<file path="config.mk">
export PLATFORM = sky130hd
export DESIGN_NAME = f1_delay_seq
export DESIGN_NICKNAME = d
export VERILOG_FILES = /design/src/rtl/f1_delay_seq.sv
export SDC_FILE = /design/constraint.sdc
export NUM_CORES = 1
export LEC_CHECK = 0
export BUFFER_PORTS_ARGS = -buffer_cell sky130_fd_sc_hd__clkbuf_2
export CAP_MARGIN = 20
export CORE_MARGIN = 2
export CORE_UTILIZATION = 36
export DETAILED_ROUTE_END_ITERATION = 6
export GPL_TIMING_DRIVEN = 0
export MAX_ROUTING_LAYER = met4
export PLACE_DENSITY_LB_ADDON = 0.08
export SETUP_SLACK_MARGIN = 0.05
export SLEW_MARGIN = 40
export SYNTH_ARGS = -nofsm -noshare
export SYNTH_HDL_FRONTEND = slang
export SYNTH_SLANG_ARGS = --single-unit
</file>
<file path="constraint.sdc">
create_clock -name clk -period 4.5 [get_ports clk]
set_input_delay 0.675 -clock clk [delete_from_list [all_inputs] [get_ports clk]]
set_output_delay 0.675 -clock clk [all_outputs]
set_load 0.01 [all_outputs]
</file>
<file path="src/rtl/f1_delay_seq.sv">
// rtl/f1_delay_seq.sv - start-light sequencer: lamps one per tick, random hold-off, then all out
module f1_delay_seq #(
    parameter int N_LIGHTS = 8,
    parameter int DELAY_W  = 8
) (
    input  logic                clk,
    input  logic                rst_n,
    input  logic                trigger,
    input  logic                abort,
    input  logic                tick,
    input  logic [7:0]          lfsr_data,
    output logic                lfsr_en,
    output logic [N_LIGHTS-1:0] lights,
    output logic                busy,
    output logic                delay_done
);

    typedef enum logic [1:0] {
        IDLE   = 2'd0,
        LIGHTS = 2'd1,
        DELAY  = 2'd2,
        DONE   = 2'd3
    } state_t;

    state_t              state, state_nx;
    logic [N_LIGHTS-1:0] lights_nx;
    logic [DELAY_W-1:0]  cnt, cnt_nx;
    logic [DELAY_W-1:0]  seed;
    logic                done_nx;

    assign seed = lfsr_data[DELAY_W-1:0];

    always_ff @(posedge clk or negedge rst_n) begin
        if (!rst_n) begin
            state      <= IDLE;
            lights     <= '0;
            cnt        <= '0;
            delay_done <= 1'b0;
        end else begin
            state      <= state_nx;
            lights     <= lights_nx;
            cnt        <= cnt_nx;
            delay_done <= done_nx;
        end
    end

    always_comb begin
        state_nx  = state;
        lights_nx = lights;
        cnt_nx    = cnt;
        done_nx   = 1'b0;
        case (state)
            IDLE: begin
                lights_nx = '0;
                cnt_nx    = '0;
                if (trigger) state_nx = LIGHTS;
            end
            LIGHTS: begin
                if (abort) begin
                    lights_nx = '0;
                    cnt_nx    = '0;
                    state_nx  = IDLE;
                end else if (tick) begin
                    lights_nx = {lights[N_LIGHTS-2:0], 1'b1};
                    if (lights[N_LIGHTS-2]) begin
                        // a zero seed still gives a one-tick hold-off, never a wrap
                        cnt_nx   = (seed == '0) ? DELAY_W'(1) : seed;
                        state_nx = DELAY;
                    end
                end
            end
            DELAY: begin
                if (abort) begin
                    lights_nx = '0;
                    cnt_nx    = '0;
                    state_nx  = IDLE;
                end else if (tick) begin
                    cnt_nx = cnt - DELAY_W'(1);
                    if (cnt == DELAY_W'(1)) begin
                        lights_nx = '0;
                        done_nx   = 1'b1;
                        state_nx  = DONE;
                    end
                end
            end
            DONE: begin
                state_nx = IDLE;
            end
            default: begin
                state_nx = IDLE;
            end
        endcase
    end

    // LFSR runs while waiting or lighting and freezes once the hold-off is captured
    assign lfsr_en = (state == IDLE) || (state == LIGHTS);
    assign busy    = (state != IDLE);

endmodule

</file>
# [Yosys cells after proc, flatten, opt, wreduce, memory -nomap -nowiden]
# Cells that the tools add are included.
[totals] reg_bits=19 output_inout_bits=11 input_bits=13
[op_classes] eq_ne=9 reduce_logical=8 n_mux=25 n_addsub=1
[op_table] cell="2-to-1 mux 8 bit" n=11
[op_table] cell="one-hot mux 8 bit (3 select lines)" n=2
[op_table] cell="2-to-1 mux 2 bit" n=7
[op_table] cell="inequality test 3 bit, second input constant" n=4
[op_table] cell="equality test 8 x 1 -> 1 bit, second input constant" n=1
[op_table] cell="zero test 8 bit" n=1
[op_table] cell="one-hot mux 2 bit (4 select lines)" n=1
[op_table] cell="AND reduction 4 bit" n=2
[op_table] cell="subtractor 8 x 1 -> 8 bit, second input constant" n=1
[op_table] cell="AND reduction 5 bit" n=1
[op_table] cell="equality test 2 bit, second input constant" n=2
[op_table] cell="2-to-1 mux 1 bit" n=4
[op_table] cell="nonzero test 3 bit" n=1
[op_table] cell="equality test 2 x 1 -> 1 bit, second input constant" n=1
[op_table] cell="zero test 2 bit" n=1
[op_table] cell="inequality test 2 bit, second input constant" n=1
[op_table] cell="nonzero test 2 bit" n=1
[op_table] cell="logical OR 1 bit" n=1

# [Depth between registers and ports, before layout]
# Gate-level depths: netlist of run 1.
[depth] word_depth=6 depth_mapped=7 mapped_depth_nobuf=6

# [Least setup slack after synthesis of run 1]
# No wires, ideal clock.
[synth_timing] kind="in2reg" start="input abort" end="register lights[0]" setup_slack_ps=2604 arrival_ps=1770 cell_stages=5 required_ps=4375 path_buffers=1 setup_ps=125 cell_sequence="or3b_1 a32o_1 o21a_1 buf_6 mux2_4"
[synth_between] elab_chain_cells=2 elab_cells_between_ends=7 cone_classes="eq/ne: 3; mux: 3; reduce/logical: 1"
[synth_rtl] item="from (decl)" line_no="9" text="input logic abort,"
[synth_rtl] item="inequality test 3 bit (no source line) (tied with other cells)"
[synth_rtl] item="AND reduction 4 bit (no source line) / one-hot mux 8 bit (3 select lines) (equally long branches)"
[synth_rtl] item="to (signal assigned)" line_no="41" text="lights <= lights_nx;"
[synth_rtl] item="to (decl)" line_no="13" text="output logic [N_LIGHTS-1:0] lights,"
# Parallel ways exist; a longest one is shown, timed or not.
# A chain may end at the register's enable or synchronous reset.

# [Worst setup path in the final report of run 1]
[layout_timing] start="register state[1]" end="output lfsr_en"
[layout_between] elab_chain_cells=2 elab_cells_between_ends=3 cone_classes="eq/ne: 1; reduce/logical: 2"
[layout_rtl] item="from (decl)" line_no="25" text="state_t state, state_nx;"
[layout_rtl] item="from (signal assigned)" line_no="40" text="state <= state_nx;"
[layout_rtl] item="equality test 2 x 1 -> 1 bit / zero test 2 bit (equally long branches)" line_no="96" text="assign lfsr_en = (state == IDLE) || (state == LIGHTS);"
[layout_rtl] item="logical OR 1 bit (*)" line_no="96"
[layout_rtl] item="to (decl)" line_no="12" text="output logic lfsr_en,"
# Every way passes the cells marked *; elsewhere a longest branch is shown, timed or not.

==> results of run 1 <==
[area by class of cell]
cell class / instances / share of cell area [%]
Tap cell: 44 / 3.978
Buffer: 4 / 1.718
Inverter: 14 / 3.797
Timing Repair Buffer: 23 / 8.318
Clock buffer: 4 / 1.899
Sequential cell: 19 / 34.36
Multi-Input combinational cell: 82 / 45.93
[state kept, by name (all words and copies together) (netlist names)]
register	cells
cnt	8
lights	8
state	2
delay_done	1
[per-stage QoR]
step	cells	util [%]	setup slack [ps]	area [sq um]	total power (W)
2_1_floorplan	119	-	2604	1187	0.0005564
3_3_place_gp	186	43.75	2397	1358	0.0006555
3_5_place_dp	186	43.75	2402	1358	0.0006628
4_1_cts	190	44.60	2328	1384	0.0007566
5_1_grt	190	44.60	2267	1384	0.0008101
6_report	190	44.60	2354	1384	0.0007482
[how the worst max path moves through the flow]
| stage | from | end | slack [ps] | depth (start not counted) |
|---|---|---|---|---|
| 2_1_floorplan | abort | lights[0] | 2600 | 5 |
| 5_1_grt | state[1] | lfsr_en | 2270 | 4 |
| 6_report | state[1] | lfsr_en | 2350 | 4 |
| 3_3_place_gp | abort | lights[0] | 2400 | 6 |
| 3_5_place_dp | abort | lights[0] | 2400 | 6 |
| 4_1_cts | state[1] | lfsr_en | 2330 | 4 |
[cells by family after synthesis]
family	count (synthesis)	share of synthesized area, %
AO/OA/AOI/OAI	25	17.49
buffers and inverters	18	6.428
XOR/XNOR	2	1.476
adder cells (fa/ha/maj)	6	6.322
multiplexers	10	8.851
flip-flops	19	40.04
AND/OR/NAND/NOR	39	19.39
[power groups by stage]
stage                     combinational [W]  sequential (W)  clock [W]
after floorplan                    0.000313        0.000243          0
after global placement             0.000407        0.000248          0
after detailed placement           0.000412        0.000251          0
after CTS                          0.000415        0.000247  0.0000940
after global routing               0.000454        0.000253   0.000103
final                              0.000411        0.000248  0.0000895
[cells in the final DEF (no fill, tap or decap), drive strengths merged, types with 2 or more instances in the layout]
master / instances
buf: 2
xor2: 2
o21ai: 5
nor2: 6
a211oi: 3
and4: 2
ha: 6
nand2: 10
clkbuf: 29
o22ai: 2
nor3: 5
dfrtp: 19
inv: 14
nor4: 3
nor3b: 2
a221oi: 2
mux2i: 9
nand2b: 2
o2bb2ai: 3
[metal layers]
metal | share of wire, % | vias up | GRT usage [%]
met3 | 5.3 | 2 | 3.151
met4 | 0.68 | 0 | 5.471
li1 | - | 483 | -
met5 | 0 | - | -
met1 | 47 | 465 | 21.31
met2 | 47 | 30 | 27.81
==> impl_results.rst, run 1 <==
.. list-table::
   :header-rows: 1

   * - Metric
     - Value
   * - Power share of the combinational group
     - 54.9%
   * - Overall Global Routing Usage
     - 17.01%
   * - Clock edge transition at the registers on the reported setup and hold paths
     - 120 ps
   * - Type of the worst min-delay path
     - in2async
   * - Mean instance size in the synthesized netlist
     - 9.978 sq um
   * - Number of standard cells after synthesis
     - 119
   * - Routability congestion estimate from global placement
     - 0.8261
   * - Sequential Power Share
     - 33.1%
   * - Total inserted antenna cells
     - 0
   * - Post-synthesis instance area
     - 1187 sq um
   * - Crit path time final
     - 2146 ps
   * - Core Rows
     - 20
   * - FF-to-FF Start
     - state[1]
   * - Post-synthesis net count
     - 138
   * - Slowest-stage cell, CP
     - sky130_fd_sc_hd__dfrtp_1
   * - Filler instances
     - 338
   * - Worst slew slack as a fraction of its limit
     - 65.37%
   * - Largest area contributor in the netlist
     - sky130_fd_sc_hd__dfrtp_1
   * - Count leader, synth
     - sky130_fd_sc_hd__dfrtp_1
   * - Worst R2R End
     - cnt[5]
   * - Number of buffers and inverters on the critical path
     - 2
   * - Via/cell ratio
     - 5.158
   * - # nets final
     - 166
   * - Later-pin clock latency in the skew report
     - 300 ps
   * - Sinks on Clock Net
     - 19
   * - RSZ-0062 raised after global routing
     - no
   * - Final Cycle Share
     - 47.69%
   * - Area of the multi-input gates
     - 635.6 sq um
   * - Fraction of synthesized cell area taken by the top area cell type
     - 40.04%
   * - Critical path's largest stage delay
     - 400 ps
   * - Max Fanout on Critical Path
     - 5
   * - Switching share of total power
     - 43.38%
   * - Sequential area share after synthesis
     - 40.04%
   * - Initial drt markers
     - 47
   * - Critical-path cell list
     - inv_1 > ha_1 > or2_2 > clkbuf_2
   * - Die Ht
     - 61.43 microns
   * - Synth Flop Type
     - sky130_fd_sc_hd__dfrtp_1
   * - HPWL after DPL
     - 2076 microns
   * - Post-CTS Repair Setup Buffers
     - 0
   * - Leak pwr
     - 0.6609 nW
   * - Number of H-tree levels
     - 1
   * - Via count of the first global-routing pass
     - 965
   * - Critical path startpoint category
     - register
   * - Remaining number of nets flagged by the antenna check after routing
     - 0
   * - Worst setup EP type
     - output port
   * - Die Area
     - 3774 sq um
   * - Setup clock skew after layout
     - 6.908 ps
   * - Core area
     - 3103 sq um
   * - Number of pins with negative max-slew slack in the final report
     - 0
   * - Width of the die
     - 61.43 microns
   * - Synth top cells by count
     - sky130_fd_sc_hd__dfrtp_1 (19), sky130_fd_sc_hd__inv_1 (14), sky130_fd_sc_hd__nand2_1 (10), sky130_fd_sc_hd__mux2i_1 (9)
   * - Synthesis-to-finish area growth
     - 16.54%
   * - Total length of routed wires
     - 2789 microns
   * - Post-synth EDFFs
     - 0
   * - Ranking of synthesized cells by area
     - sky130_fd_sc_hd__dfrtp_1 (40%), sky130_fd_sc_hd__mux2i_1 (7.6%), sky130_fd_sc_hd__ha_1 (6.3%)
   * - Antenna violations before repair
     - 0
   * - Post-synthesis async set-or-reset flop share
     - 100.0%
   * - Final number of hold-violating endpoints
     - 0
   * - Number of buffers created by CTS
     - 3
   * - Number of instances resized during post-cts repair
     - 0
   * - TritonCTS clock tree
     - built
   * - Final count of negative-setup-slack endpoints
     - 0
   * - Net Switching
     - 0.0003246 W
   * - Maximum buffer depth of the clock tree
     - 2
   * - Cell class contributing the biggest share of worst-path delay
     - flip-flops
   * - I/O pin count
     - 24
   * - Number of different library cells in the post-synthesis netlist
     - 42
   * - FF/Latch Area
     - 475.5 sq um
   * - Gr ovfl total
     - 0
   * - Total of max-cap violations
     - 0
   * - Power per Cell Area
     - 540.7 nW/um^2
   * - Largest net degree at the start of global routing
     - 20
   * - Count of unresolved DRC violations after routing
     - 0
   * - Worst-margin pin slew
     - 519.5 ps
   * - Cell-internal power
     - 0.0004237 W
   * - FF+latch count, synth
     - 19
   * - Fraction of power consumed by the clock network
     - 12.0%
   * - Count of synthesis-stage warnings from yosys
     - 0
   * - Number of cells on the worst reg-to-reg path
     - 7
   * - Clock root buffer master
     - sky130_fd_sc_hd__clkbuf_4
   * - Vias after detailed routing
     - 980
   * - Fraction of layout cells with a size suffix above 1
     - 23.97%
   * - Hold-fix buffers at CTS
     - 0
   * - Avg WL per Cell
     - 14.68 microns
   * - Required arrival time at the worst endpoint
     - 3830 ps
   * - Status
     - complete, no violations
   * - First drt pass iteration count
     - 4
   * - Starting Density
     - 38.27%
   * - Hold slack final
     - 325.8 ps
   * - Largest vdd supply drop
     - 0.0001990 V
   * - Reg2reg setup slack
     - 2450 ps
   * - Global-route wire length before repair
     - 4457 microns
   * - Final sum of negative setup slack
     - 0 ps
   * - Buffers on Ports
     - 23
   * - Fmax
     - 0.4660 GHz
   * - Classification of the worst setup path
     - reg2out
   * - Arrival @ worst endpoint
     - 1470 ps
Power figures use the tool's default switching activity.
==> run 2, diff against run 1 <==
Settings changed: ABC_AREA from default to 1.
Clock period 4.5 ns to 1.8 ns, I/O delays scaled along.
==> impl_results.rst, run 2 <==
.. list-table::
   :header-rows: 1

   * - Metric
     - Value
   * - Worst-margin pin slew
     - 510.6 ps
   * - Width of the die
     - 64.12 microns
   * - Regs by FF count
     - cnt x8, lights x8, state x2
   * - Post-synthesis async set-or-reset flop share
     - 100.0%
   * - Total of max-cap violations
     - 0
   * - Via count of the first global-routing pass
     - 1144
   * - Fraction of synthesized cell area taken by the top area cell type
     - 36.54%
   * - Antenna violations before repair
     - 0
   * - Clock root buffer master
     - sky130_fd_sc_hd__clkbuf_4
   * - Buffers on Ports
     - 23
   * - Remaining number of nets flagged by the antenna check after routing
     - 0
   * - Final design instance area without fill
     - 1589 sq um
   * - First drt pass iteration count
     - 4
   * - Later-pin clock latency in the skew report
     - 300 ps
   * - RSZ-0062 raised after global routing
     - no
   * - HPWL after DPL
     - 2105 microns
   * - # nets final
     - 222
   * - Final number of hold-violating endpoints
     - 0
   * - Mean instance size in the synthesized netlist
     - 7.792 sq um
   * - Setup clock skew after layout
     - 1.944 ps
   * - Initial drt markers
     - 36
   * - Maximum buffer depth of the clock tree
     - 2
   * - Cell Area, Placed
     - 1474 sq um
   * - Die Area
     - 4111 sq um
   * - Fraction of layout cells with a size suffix above 1
     - 29.21%
   * - Sinks on Clock Net
     - 19
   * - Core Rows
     - 21
   * - Starting Density
     - 38.10%
   * - Leak pwr
     - 0.8214 nW
   * - Type of the worst min-delay path
     - in2reg
   * - Dominant combinational cell family by area after synthesis
     - simple AND/OR/NAND/NOR gates
   * - Number of standard cells after synthesis
     - 167
   * - Arrival @ worst endpoint
     - 1850 ps
   * - Via/cell ratio
     - 4.698
   * - Share of synthesized area spent on multiplexers
     - 0%
   * - Synthesis-to-finish area growth
     - 22.12%
   * - Fmax
     - 0.6075 GHz
   * - Max Fanout on Critical Path
     - 10
   * - Most common cell after layout, fill and taps aside
     - sky130_fd_sc_hd__nand2_1
   * - Ranking of synthesized cells by area
     - sky130_fd_sc_hd__dfrtp_1 (37%), sky130_fd_sc_hd__nand2_1 (16%), sky130_fd_sc_hd__nand3_1 (6.9%)
   * - Final Cycle Share
     - 91.45%
   * - Count leader, synth
     - sky130_fd_sc_hd__nand2_1
   * - Avg WL per Cell
     - 11.51 microns
   * - Core area
     - 3416 sq um
   * - Number of buffers created by CTS
     - 3
   * - Largest vdd supply drop
     - 0.0005714 V
   * - TritonCTS clock tree
     - built
   * - Final count of negative-setup-slack endpoints
     - 0
   * - Largest area contributor in the netlist
     - sky130_fd_sc_hd__dfrtp_1
   * - Total length of routed wires
     - 2854 microns
   * - Clock edge transition at the registers on the reported setup and hold paths
     - 110 ps
   * - Number of H-tree levels
     - 1
   * - Routability congestion estimate from global placement
     - 0.8438
   * - Vias after detailed routing
     - 1165
   * - Die Ht
     - 64.12 microns
   * - Critical path startpoint category
     - register
   * - Number of placed instances with taps included
     - 236
   * - Worst setup EP type
     - register
   * - Leading cell types in the layout, fill and taps excluded
     - sky130_fd_sc_hd__nand2_1 (55), sky130_fd_sc_hd__clkbuf_2 (23), sky130_fd_sc_hd__dfrtp_1 (19), sky130_fd_sc_hd__inv_1 (18), sky130_fd_sc_hd__nand3_1 (18)
   * - Post-synthesis net count
     - 186
   * - Xor and xnor fraction of the mapped netlist area
     - 0.6731%
   * - Post-Layout Cell Count
     - 248
   * - Overall Global Routing Usage
     - 16.07%
   * - Total inserted antenna cells
     - 0
   * - Share of synthesized cell area in full adder, half adder and majority cells
     - 5.769%
   * - Post-synth EDFFs
     - 0
   * - Number of different library cells in the post-synthesis netlist
     - 22
   * - Synth top cells by count
     - sky130_fd_sc_hd__nand2_1 (55), sky130_fd_sc_hd__dfrtp_1 (19), sky130_fd_sc_hd__inv_1 (19), sky130_fd_sc_hd__nand3_1 (18), sky130_fd_sc_hd__nor2_1 (11)
   * - Required arrival time at the worst endpoint
     - 2010 ps
   * - Worst slew slack as a fraction of its limit
     - 65.96%
   * - I/O pin count
     - 24
   * - Post-synthesis instance area
     - 1301 sq um
   * - Largest net degree at the start of global routing
     - 20
   * - Power per Cell Area
     - 1400 nW/um^2
   * - Sequential area share after synthesis
     - 36.54%
   * - FF+latch count, synth
     - 19
   * - Synthesized-area fraction occupied by ao, oa, aoi and oai cells
     - 12.60%
   * - Count of synthesis-stage warnings from yosys
     - 0
   * - Number of pins with negative max-slew slack in the final report
     - 0
   * - Final sum of negative setup slack
     - 0 ps
   * - Classification of the worst setup path
     - reg2reg
   * - Area share of and/or/nand/nor cells after synthesis
     - 35.87%
   * - Status
     - complete, no violations
   * - Synth Flop Type
     - sky130_fd_sc_hd__dfrtp_1
   * - Gr ovfl total
     - 0
   * - Count of unresolved DRC violations after routing
     - 0
   * - Global-route wire length before repair
     - 5078 microns
   * - Crit path time final
     - 1646 ps
==> run 2: path summary, 6_finish.rpt <==
kind / to / slack (ps) / depth (start not counted) / startpoint
setup / recovery: lights[2] / 150 / 10 / state[1]
hold / removal: delay_done / 250 / 3 / tick
setup reg to reg: lights[2] / 150 / 10 / state[1]
hold reg to reg: lights[7] / 510 / 2 / lights[7]
max in group asynchronous: cnt[7] / 1010 / 2 / rst_n
min in group asynchronous: state[1] / 450 / 2 / rst_n
==> run 2: layout make-up <==
class                      instances  area [sq um]
fill                             367          1827
clock buffer                       3         22.52
inverter                          20         77.57
timing repair buffer              31         202.7
clock inverter                     1         5.005
tap                               46         57.56
buffer                             3         33.78
multi-input combinational        125         714.4
sequential                        19         475.5
==> run 2: routing by layer <==
layer	vias up	track usage, %	part of all wire [%]
li1	600	-	-
met3	5	2.289	4.1
met5	-	-	0
met4	0	5.585	1.5
met2	31	27.47	49
met1	529	19.40	45
==> run 2: cell families (layout without fill, tap and decap cells) <==
group           Yosys count  after routing
compound gates           22             22
buf+inv                  23             58
simple gates             96             96
fa+ha+maj                 6              6
xor+xnor                  1              1
flops                    19             19
==> run 2: metrics by stage <==
| step | hold WS, ps | setup WS, ps | utilization [%] | power (W) |
|---|---|---|---|---|
| floorplan | -25.59 | 270.4 | - | 0.001571 |
| global placement | 257.3 | 89.50 | 43.15 | 0.001824 |
| detailed placement | 268.2 | 69.08 | 43.15 | 0.001839 |
| CTS | 241.3 | 121.1 | 45.13 | 0.002124 |
| global route | 232.9 | 55.97 | 46.52 | 0.002455 |
| finish | 251.8 | 154.0 | 46.52 | 0.002224 |
==> run 2: timing repair <==
item	4_1_cts	5_1_grt
endpoints found under the hold margin	19	0
gates resized for setup	0	1
pin swaps	1	2
setup buffers	4	3
setup endpoints to repair	2	10
hold buffers	1	0
==> run 2: worst max-delay path, cell delays in order (launching register included) <==
cell and delay (ps):
sky130_fd_sc_hd__dfrtp_1 420, sky130_fd_sc_hd__inv_1 80, sky130_fd_sc_hd__ha_1 190, sky130_fd_sc_hd__buf_6 140, sky130_fd_sc_hd__inv_4 70, sky130_fd_sc_hd__nor2_4 50
sky130_fd_sc_hd__o21ai_4 210, sky130_fd_sc_hd__nand3_4 110, sky130_fd_sc_hd__buf_6 170, sky130_fd_sc_hd__nand2_2 60, sky130_fd_sc_hd__o21ai_2 40
==> run 2: report_power, final <==
| part | switching [W] | internal [W] | leakage (nW) | total [W] |
|---|---|---|---|---|
| Combinational | 0.000784 | 0.000578 | 0.543 | 0.00136 |
| Sequential | 0.000124 | 0.000513 | 0.261 | 0.000637 |
| Clock | 0.000143 | 0.0000830 | 0.0177 | 0.000225 |
